**config.mk**
```make
export PLATFORM = sky130hd
export DESIGN_NAME = jtag_tap_ir
export DESIGN_NICKNAME = d
export VERILOG_FILES = /design/src/rtl/jtag_tap_ir.sv
export SDC_FILE = /design/constraint.sdc
export NUM_CORES = 1
export LEC_CHECK = 0
export BUFFER_PORTS_ARGS = -buffer_cell sky130_fd_sc_hd__buf_2
export CORE_UTILIZATION = 49
export DETAILED_ROUTE_END_ITERATION = 10
export PLACE_DENSITY = 0.81
export SYNTH_ARGS = -nofsm -noshare
export SYNTH_HDL_FRONTEND = slang
export SYNTH_SLANG_ARGS = --single-unit
export TNS_END_PERCENT = 20
```
**constraint.sdc**
```tcl
create_clock -name TCK -period 3.1 [get_ports TCK]
set_input_delay 0 -clock TCK [delete_from_list [all_inputs] [get_ports TCK]]
set_output_delay 0 -clock TCK [all_outputs]
set_load 0.005 [all_outputs]
```
**src/rtl/jtag_tap_ir.sv**
```systemverilog
// IEEE 1149.1 TAP controller with a parameterised instruction register, instruction
// decoder and negedge TDO stage. TAP_STATE exposes the controller state directly.
module jtag_tap_ir #(
  parameter int                IR_LEN      = 4,
  parameter logic [IR_LEN-1:0] CAPTURE_PAT = IR_LEN'('b0101),
  parameter logic [IR_LEN-1:0] IDCODE_OP   = IR_LEN'(7),
  parameter logic [IR_LEN-1:0] SAMPLE_OP   = IR_LEN'(1),
  parameter logic [IR_LEN-1:0] EXTEST_OP   = IR_LEN'(2),
  parameter logic [IR_LEN-1:0] INTEST_OP   = IR_LEN'(3),
  parameter logic [IR_LEN-1:0] RUNBIST_OP  = IR_LEN'(4),
  parameter logic [IR_LEN-1:0] CLAMP_OP    = IR_LEN'(5),
  parameter logic [IR_LEN-1:0] USERCODE_OP = IR_LEN'(8),
  parameter logic [IR_LEN-1:0] HIGHZ_OP    = IR_LEN'(9),
  parameter int                NUM_USER    = 4,
  parameter logic [IR_LEN-1:0] USER_BASE   = IR_LEN'('hA)
) (
  input  logic                TCK,
  input  logic                rst_n,
  input  logic                TMS,
  input  logic                TDI,
  input  logic                DR_TDO,
  output logic                TDO,
  output logic                TDO_EN,
  output logic [3:0]          TAP_STATE,
  output logic                TLR,
  output logic                RTI,
  output logic                CAPTUREDR,
  output logic                SHIFTDR,
  output logic                UPDATEDR,
  output logic [IR_LEN-1:0]   LATCH_JTAG_IR,
  output logic                BYPASS_SELECT,
  output logic                SAMPLE_SELECT,
  output logic                EXTEST_SELECT,
  output logic                INTEST_SELECT,
  output logic                RUNBIST_SELECT,
  output logic                CLAMP_SELECT,
  output logic                IDCODE_SELECT,
  output logic                USERCODE_SELECT,
  output logic                HIGHZ_SELECT,
  output logic [NUM_USER-1:0] USER_SELECT
);

  typedef enum logic [3:0] {
    ST_TLR     = 4'hF, ST_RTI     = 4'hC, ST_SEL_DR  = 4'h7, ST_CAP_DR  = 4'h6,
    ST_SH_DR   = 4'h2, ST_EX1_DR  = 4'h1, ST_PAU_DR  = 4'h3, ST_EX2_DR  = 4'h0,
    ST_UPD_DR  = 4'h5, ST_SEL_IR  = 4'h4, ST_CAP_IR  = 4'hE, ST_SH_IR   = 4'hA,
    ST_EX1_IR  = 4'h9, ST_PAU_IR  = 4'hB, ST_EX2_IR  = 4'h8, ST_UPD_IR  = 4'hD
  } tap_state_e;

  tap_state_e          state;
  tap_state_e          state_nxt;
  logic [IR_LEN-1:0]   ir_sr;
  logic [NUM_USER-1:0] user_hit;

  always_ff @(posedge TCK or negedge rst_n) begin
    if (!rst_n) state <= ST_TLR;
    else        state <= state_nxt;
  end

  always_comb begin
    state_nxt = state;
    case (state)
      ST_TLR:    state_nxt = TMS ? ST_TLR    : ST_RTI;
      ST_RTI:    state_nxt = TMS ? ST_SEL_DR : ST_RTI;
      ST_SEL_DR: state_nxt = TMS ? ST_SEL_IR : ST_CAP_DR;
      ST_CAP_DR: state_nxt = TMS ? ST_EX1_DR : ST_SH_DR;
      ST_SH_DR:  state_nxt = TMS ? ST_EX1_DR : ST_SH_DR;
      ST_EX1_DR: state_nxt = TMS ? ST_UPD_DR : ST_PAU_DR;
      ST_PAU_DR: state_nxt = TMS ? ST_EX2_DR : ST_PAU_DR;
      ST_EX2_DR: state_nxt = TMS ? ST_UPD_DR : ST_SH_DR;
      ST_UPD_DR: state_nxt = TMS ? ST_SEL_DR : ST_RTI;
      ST_SEL_IR: state_nxt = TMS ? ST_TLR    : ST_CAP_IR;
      ST_CAP_IR: state_nxt = TMS ? ST_EX1_IR : ST_SH_IR;
      ST_SH_IR:  state_nxt = TMS ? ST_EX1_IR : ST_SH_IR;
      ST_EX1_IR: state_nxt = TMS ? ST_UPD_IR : ST_PAU_IR;
      ST_PAU_IR: state_nxt = TMS ? ST_EX2_IR : ST_PAU_IR;
      ST_EX2_IR: state_nxt = TMS ? ST_UPD_IR : ST_SH_IR;
      ST_UPD_IR: state_nxt = TMS ? ST_SEL_DR : ST_RTI;
      default:   state_nxt = ST_TLR;
    endcase
  end

  assign TAP_STATE = state;
  assign TLR       = (state == ST_TLR);
  assign RTI       = (state == ST_RTI);
  assign CAPTUREDR = (state == ST_CAP_DR);
  assign SHIFTDR   = (state == ST_SH_DR);
  assign UPDATEDR  = (state == ST_UPD_DR);

  // Pause/Exit states fall through to hold, so an interrupted IR scan resumes intact.
  always_ff @(posedge TCK or negedge rst_n) begin
    if (!rst_n)                 ir_sr <= CAPTURE_PAT;
    else if (state == ST_CAP_IR) ir_sr <= CAPTURE_PAT;
    else if (state == ST_SH_IR)  ir_sr <= {TDI, ir_sr[IR_LEN-1:1]};
  end

  // Instruction and TDO change on the falling edge, half a TCK after the state moves.
  always_ff @(negedge TCK or negedge rst_n) begin
    if (!rst_n) begin
      LATCH_JTAG_IR <= IDCODE_OP;
      TDO           <= 1'b0;
      TDO_EN        <= 1'b0;
    end else begin
      if (state == ST_UPD_IR)   LATCH_JTAG_IR <= ir_sr;
      else if (state == ST_TLR) LATCH_JTAG_IR <= IDCODE_OP;
      case (state)
        ST_SH_IR: begin TDO <= ir_sr[0]; TDO_EN <= 1'b1; end
        ST_SH_DR: begin TDO <= DR_TDO;   TDO_EN <= 1'b1; end
        default:  begin TDO <= 1'b0;     TDO_EN <= 1'b0; end
      endcase
    end
  end

  always_comb begin
    user_hit        = '0;
    BYPASS_SELECT   = 1'b0;
    SAMPLE_SELECT   = 1'b0;
    EXTEST_SELECT   = 1'b0;
    INTEST_SELECT   = 1'b0;
    RUNBIST_SELECT  = 1'b0;
    CLAMP_SELECT    = 1'b0;
    IDCODE_SELECT   = 1'b0;
    USERCODE_SELECT = 1'b0;
    HIGHZ_SELECT    = 1'b0;
    USER_SELECT     = '0;
    for (int k = 0; k < NUM_USER; k++) begin
      if (LATCH_JTAG_IR == USER_BASE + IR_LEN'(k)) user_hit[k] = 1'b1;
    end
    // Priority chain keeps the selects one-hot even if opcodes overlap.
    if      (LATCH_JTAG_IR == IDCODE_OP)   IDCODE_SELECT   = 1'b1;
    else if (LATCH_JTAG_IR == SAMPLE_OP)   SAMPLE_SELECT   = 1'b1;
    else if (LATCH_JTAG_IR == EXTEST_OP)   EXTEST_SELECT   = 1'b1;
    else if (LATCH_JTAG_IR == INTEST_OP)   INTEST_SELECT   = 1'b1;
    else if (LATCH_JTAG_IR == RUNBIST_OP)  RUNBIST_SELECT  = 1'b1;
    else if (LATCH_JTAG_IR == CLAMP_OP)    CLAMP_SELECT    = 1'b1;
    else if (LATCH_JTAG_IR == USERCODE_OP) USERCODE_SELECT = 1'b1;
    else if (LATCH_JTAG_IR == HIGHZ_OP)    HIGHZ_SELECT    = 1'b1;
    else if (&LATCH_JTAG_IR)               BYPASS_SELECT   = 1'b1;
    else if (|user_hit)                    USER_SELECT     = user_hit;
    else                                   BYPASS_SELECT   = 1'b1;
  end

endmodule

```
==> metrics, run 1 <==
Ports 33; crit end category output pin; Post-synth EDFFs 0; clk_lat worst skew 350 ps; worst hold slack 143 ps; max-cap violations 0; Synth-to-Final Area Change 23.7%; Rel. slew slack 80.2%; GRT Residual Overflow 0; net count after synthesis 101; post-synth top area share 29.6%; fraction of registers with async set/reset 100%; CTS root buf clkbuf_4; hpwl dp 1170 um; worst path cell trace nand2b_1, a31o_2, buf_2; H-Tree Depth 1; Post-Syn Area 798 um2; Std-Cell Rows 14; Worst R2R Path Depth 3; worst r2r dst LATCH_JTAG_IR[3]$_DFFE_NN0P_; slew of the pin with the lowest slew margin 297 ps; Synth Instances 96; total power 1.04 mW; Max clock buf depth 2; CP Launch Type flop; Hold-fix buffers, CTS 3; setup repair after global routing missed its margin false; area leader, netlist dfstp_2; register bit total from synthesis 14; Peak VDD IR 0.752 mV; CP max FO 10; final setup fails 0; layout cells sized above 1 38.0%; total negative setup slack 0 ps; R2R setup slack 330 ps; worst setup path end BYPASS_SELECT; fillers 139; run status finished clean; via count 770; most numerous cell in the Yosys netlist nand2_1; Arr. time, crit path 2940 ps; DRC viols 0; Initial Util 53.0%; kind of critical path flop to output pin; Critical path origin LATCH_JTAG_IR[0]$_DFFE_NN1P_; router iterations before antenna repair 4; design area 987 um2; Slew Limit Fails 0; Crit path required time 3100 ps; DRT antenna net count 0; fin nets 135; DR vias/cell 5.31; die width 42.4 um; wire per inst 11.4 um; gr usage total 21.8%; Worst-path clk slew 80 ps; Placement Cell Area 922 um2; Hold Vio Cnt, Final 0; skew final 65.1 ps; Iter 0 DRT Violations 14; pre-CTS WS 316 ps; top_reg_cell synth dfstp_2; Buffers on Ports 32; HP Class input pin to async pin; leakage power 0.510 nW; total wire length 1660 um; synth top area cells dfstp_2, dfrtn_1, nand2_1; reg2reg start TAP_STATE[3]$_DFF_PN1_; die area 0.00179 mm2; post-CTS sizing 0; Pwr Density 1050 mW/mm2; Synth Warn # 0; Syn Area/Cell 8.32 um2; Post-CTS Setup Bufs 0; Seq/Total Area, Yosys 45.3%; Cell variety after synth 26; CTS tree done; GP Congestion 0.791; CTS sink cnt 14; slowest CP cell dfstp_2; fin worst setup slack 156 ps; number of antenna violations at the first check in global routing 0; CP peak stage delay 610 ps; Antenna diodes 0; first-pass GRT wire length 2930 um; Die Y 42.4 um; synth cell count leaders nand2_1, nor2_1, nor3_1, o21ai_0, dfstp_2; Core ar. 0.00151 mm2; largest net degree at the start of global routing 17; CTS Buf Count 3; vias in the first global route 660
[registers in the layout (all words and copies together), names as in the netlist]
signal and flops:
ir_sr 4, LATCH_JTAG_IR 4, TDO 1, TDO_EN 1, TAP_STATE 4
[stage by stage]
| stage | std cells | util, % |
|---|---|---|
| floorplan | 96 | - |
| global placement | 136 | 61.2 |
| detailed placement | 136 | 61.2 |
| CTS | 145 | 65.5 |
| global route | 145 | 65.5 |
| finish | 145 | 65.5 |
[layer usage]
layer	vias to the layer above	global-route usage (%)	part of all wire, %
li1	389	-	-
met1	351	28.6	43
met2	25	33.5	50
met3	5	7.76	5.5
met4	0	7.50	1.5
met5	-	0	0
[how the worst min path moves through the flow]
stage	from	end	depth (start not counted)
finish	rst_n	ir_sr[3]$_DFFE_PN0N_	2
global route	rst_n	ir_sr[1]$_DFFE_PN0N_	2
CTS	rst_n	ir_sr[3]$_DFFE_PN0N_	2
detailed placement	rst_n	ir_sr[3]$_DFFE_PN0N_	1
global placement	rst_n	ir_sr[3]$_DFFE_PN0N_	1
floorplan	rst_n	ir_sr[1]$_DFFE_PN0N_	0
[power breakdown]
group | internal [mW] | switching, mW
Combinational | 0.219 | 0.217
Clock | 0.0531 | 0.0709
Sequential | 0.316 | 0.160
Total | 0.589 | 0.448
[cell type report]
| type | instances | area, um2 | area share (%) |
|---|---|---|---|
| Multi-Input combinational cell | 71 | 369 | 37.4 |
| Sequential cell | 14 | 362 | 36.6 |
| Timing Repair Buffer | 35 | 190 | 19.3 |
| Clock buffer | 3 | 22.5 | 2.28 |
| Tap cell | 16 | 20.0 | 2.03 |
| Clock inverter | 4 | 16.3 | 1.65 |
| Inverter | 2 | 7.51 | 0.760 |
[layout by cell type (no fill, tap or decap), types with 2 or more instances in the layout]
cell and instances:
a21oi_1 2, buf_2 32, clkbuf_4 3, dfrtn_1 3, dfrtp_1 2, dfstp_2 9
dlygate4sd3_1 3, inv_1 5, nand2_1 16, nand2b_1 6, nor2_1 14, nor3_1 10
o21ai_0 10
[critical path, delay by kind of cell, from the launching register on]
family          cells  cell delay (ps)
buf+inv             1              120
compound gates      1              230
simple gates        1               80
flops               1              610
[logic make-up (layout without fill, tap and decap cells)]
family,after synthesis,in the layout,share of synthesized area [%]
and+or+nand+nor,53,53,31.7
buffers and inverters,11,44,8.46
AOI/OAI and AO/OA,16,16,11.9
DFF,14,14,45.3
muxes,2,2,2.66
Note: power is estimated with default switching activity, not from simulation.
==> run 2: changes to the inputs <==
Settings changed: CORE_UTILIZATION 49 to 52, CTS_BUF_LIST set to sky130_fd_sc_hd__clkbuf_8, PLACE_DENSITY 0.81 to 0.86.
==> run 2 against run 1 <==
Against the previous run:
- hold slack worse by 130 ps
- non-clock buffer count down 2
- cell area increased by 0.63%
- power rose by 6.6%
==> metrics, run 2 (same netlist as run 1, synthesis figures left out) <==
Buffers on Ports 32 (unchanged); Internal Pwr Total 0.652 mW (+11%); reg2reg start TAP_STATE[3]$_DFF_PN1_; crit end category output pin; Rel. slew slack 79.6% (-0.59 points); H-Tree Depth 1 (unchanged); Synth-to-Final Area Change 24.5%; Crit path required time 3100 ps (about the same); pre-CTS WS 313 ps (-2.75 ps); WL met2 768 um (-7.9%); kind of critical path flop to output pin; die area 0.00170 mm2 (-5.5%); CP peak stage delay 610 ps (about the same); gr usage total 21.6% (-0.27 points); met1 wire length 768 um (+8.5%); Pwr Density 1110 mW/mm2 (+5.9%); Iter 0 DRT Violations 13 (-1); most frequent cells in the layout buf_2, nand2_1, nor2_1; hpwl dp 1170 um (+0.15%); Ports 33 (unchanged); clock group share of total power 17.3% (+5.3 points); fin worst setup slack 193 ps (+37.0 ps); Slew Limit Fails 0 (unchanged); wire per inst 11.5 um (+0.64%); Worst-path clk slew 60 ps (-20 ps); Worst R2R Path Depth 3 (unchanged); worst path cell trace nand2_1, nor3_1, buf_2; worst hold slack 7.88 ps (-135 ps); GP Congestion 0.852 (+7.6%); CTS Buf Count 3 (unchanged); die width 41.2 um (-2.8%); met3 wire length 98 um (+7.7%); total wire length 1640 um (-1.4%); Initial Util 58.4% (+5.4 points); DR vias/cell 5.32 (+0.26%); delay-heaviest family, CP flip-flops; commonest non-fill, non-tap cell in the layout buf_2; Net Sw Frac 41.0% (-2.2 points); router iterations before antenna repair 4 (unchanged); DRC viols 0 (unchanged); CTS root buf clkbuf_8; worst r2r dst LATCH_JTAG_IR[3]$_DFFE_NN0P_; first-pass GRT wire length 2350 um (-20%); Antenna diodes 0 (unchanged); CTS tree done; sw power 0.452 mW (+1.1%); Flop pwr share 43.6% (-2.4 points); fin nets 133 (-1.5%); crit path buf inv count 1 (unchanged); DRT antenna net count 0 (unchanged); run status finished clean; worst setup path end USER_SELECT[0]; GRT Residual Overflow 0 (unchanged); Die Y 41.2 um (-2.8%); total negative setup slack 0 ps (unchanged); leakage power 0.513 nW (+0.53%); setup repair after global routing missed its margin false; Core ar. 0.00137 mm2 (-9.3%); clk_lat worst skew 310 ps (-40 ps); vias in the first global route 545 (-17%); Peak VDD IR 0.627 mV (-17%); Arr. time, crit path 2910 ps (-30 ps); Hold Vio Cnt, Final 0 (unchanged); CP Depth 3 (unchanged); uppermost layer routed met3; slowest CP cell dfstp_2; slew of the pin with the lowest slew margin 306 ps (+8.90 ps); CP Launch Type flop; Combinational Power Share 39.1% (-3.0 points); CP max FO 10 (unchanged); HP Class input pin to flop; CTS sink cnt 14 (unchanged); max-cap violations 0 (unchanged); Critical path origin LATCH_JTAG_IR[1]$_DFFE_NN1P_; skew final 68.8 ps (+3.71 ps); largest net degree at the start of global routing 17 (unchanged); number of antenna violations at the first check in global routing 0 (unchanged); Max clock buf depth 2 (unchanged); via count 756 (-1.8%); layout cells sized above 1 38.6% (+0.60 points); R2R setup slack 310 ps (-20 ps); final setup fails 0 (unchanged); post-CTS sizing 0 (unchanged); Std-Cell Rows 13 (-1)
==> run 2: final cells by class <==
| cell class | count | area, um2 |
|---|---|---|
| well taps | 15 | 18.8 |
| clock buffers | 4 | 55.1 |
| flip-flops and latches | 14 | 362 |
| fillers | 103 | 373 |
| clock inverters | 3 | 11.3 |
| inverters | 2 | 7.51 |
| repair buffers | 33 | 170 |
| multi-input cells | 71 | 369 |
==> run 2: worst min path at each step <==
| stage | end | slack, ps | from | depth (start not counted) |
|---|---|---|---|---|
| floorplan | ir_sr[1]$_DFFE_PN0N_ | -300 | rst_n | 0 |
| global placement | ir_sr[1]$_DFFE_PN0N_ | -100 | rst_n | 1 |
| detailed placement | ir_sr[1]$_DFFE_PN0N_ | -100 | rst_n | 1 |
| CTS | TAP_STATE[0]$_DFF_PN1_ | 5 | TMS | 2 |
| global route | TAP_STATE[0]$_DFF_PN1_ | 40 | TMS | 2 |
| finish | TAP_STATE[0]$_DFF_PN1_ | 8 | TMS | 2 |
==> run 2: repair_timing <==
action | CTS | global route
buffers inserted | 0 | 0
endpoints found under the setup margin | 0 | 0
hold buffers | 1 | 0
endpoints found under the hold margin | 8 | 0
==> run 2: per-layer routing <==
layer	up-vias	global-route usage, %
met2	26	32.4
met4	0	6.45
li1	383	-
met1	347	28.9
met3	0	7.61
met5	-	0
==> run 2: power by group through the flow <==
stage               clock, mW  sequential [mW]  combinational [mW]
CTS                     0.194            0.478               0.438
global route            0.204            0.502               0.498
detailed placement    0.00805            0.479               0.432
global placement      0.00805            0.471               0.424
floorplan             0.00805            0.370               0.410
finish                  0.191            0.481               0.432
==> run 2: metrics by stage <==
stage	power, mW	utilization (%)	instances	area (um2)
6_report	1.10	72.7	142	993
2_1_floorplan	0.788	-	96	798
3_3_place_gp	0.903	67.4	135	921
3_5_place_dp	0.920	67.4	135	921
5_1_grt	1.21	72.7	142	993
4_1_cts	1.11	72.7	142	993
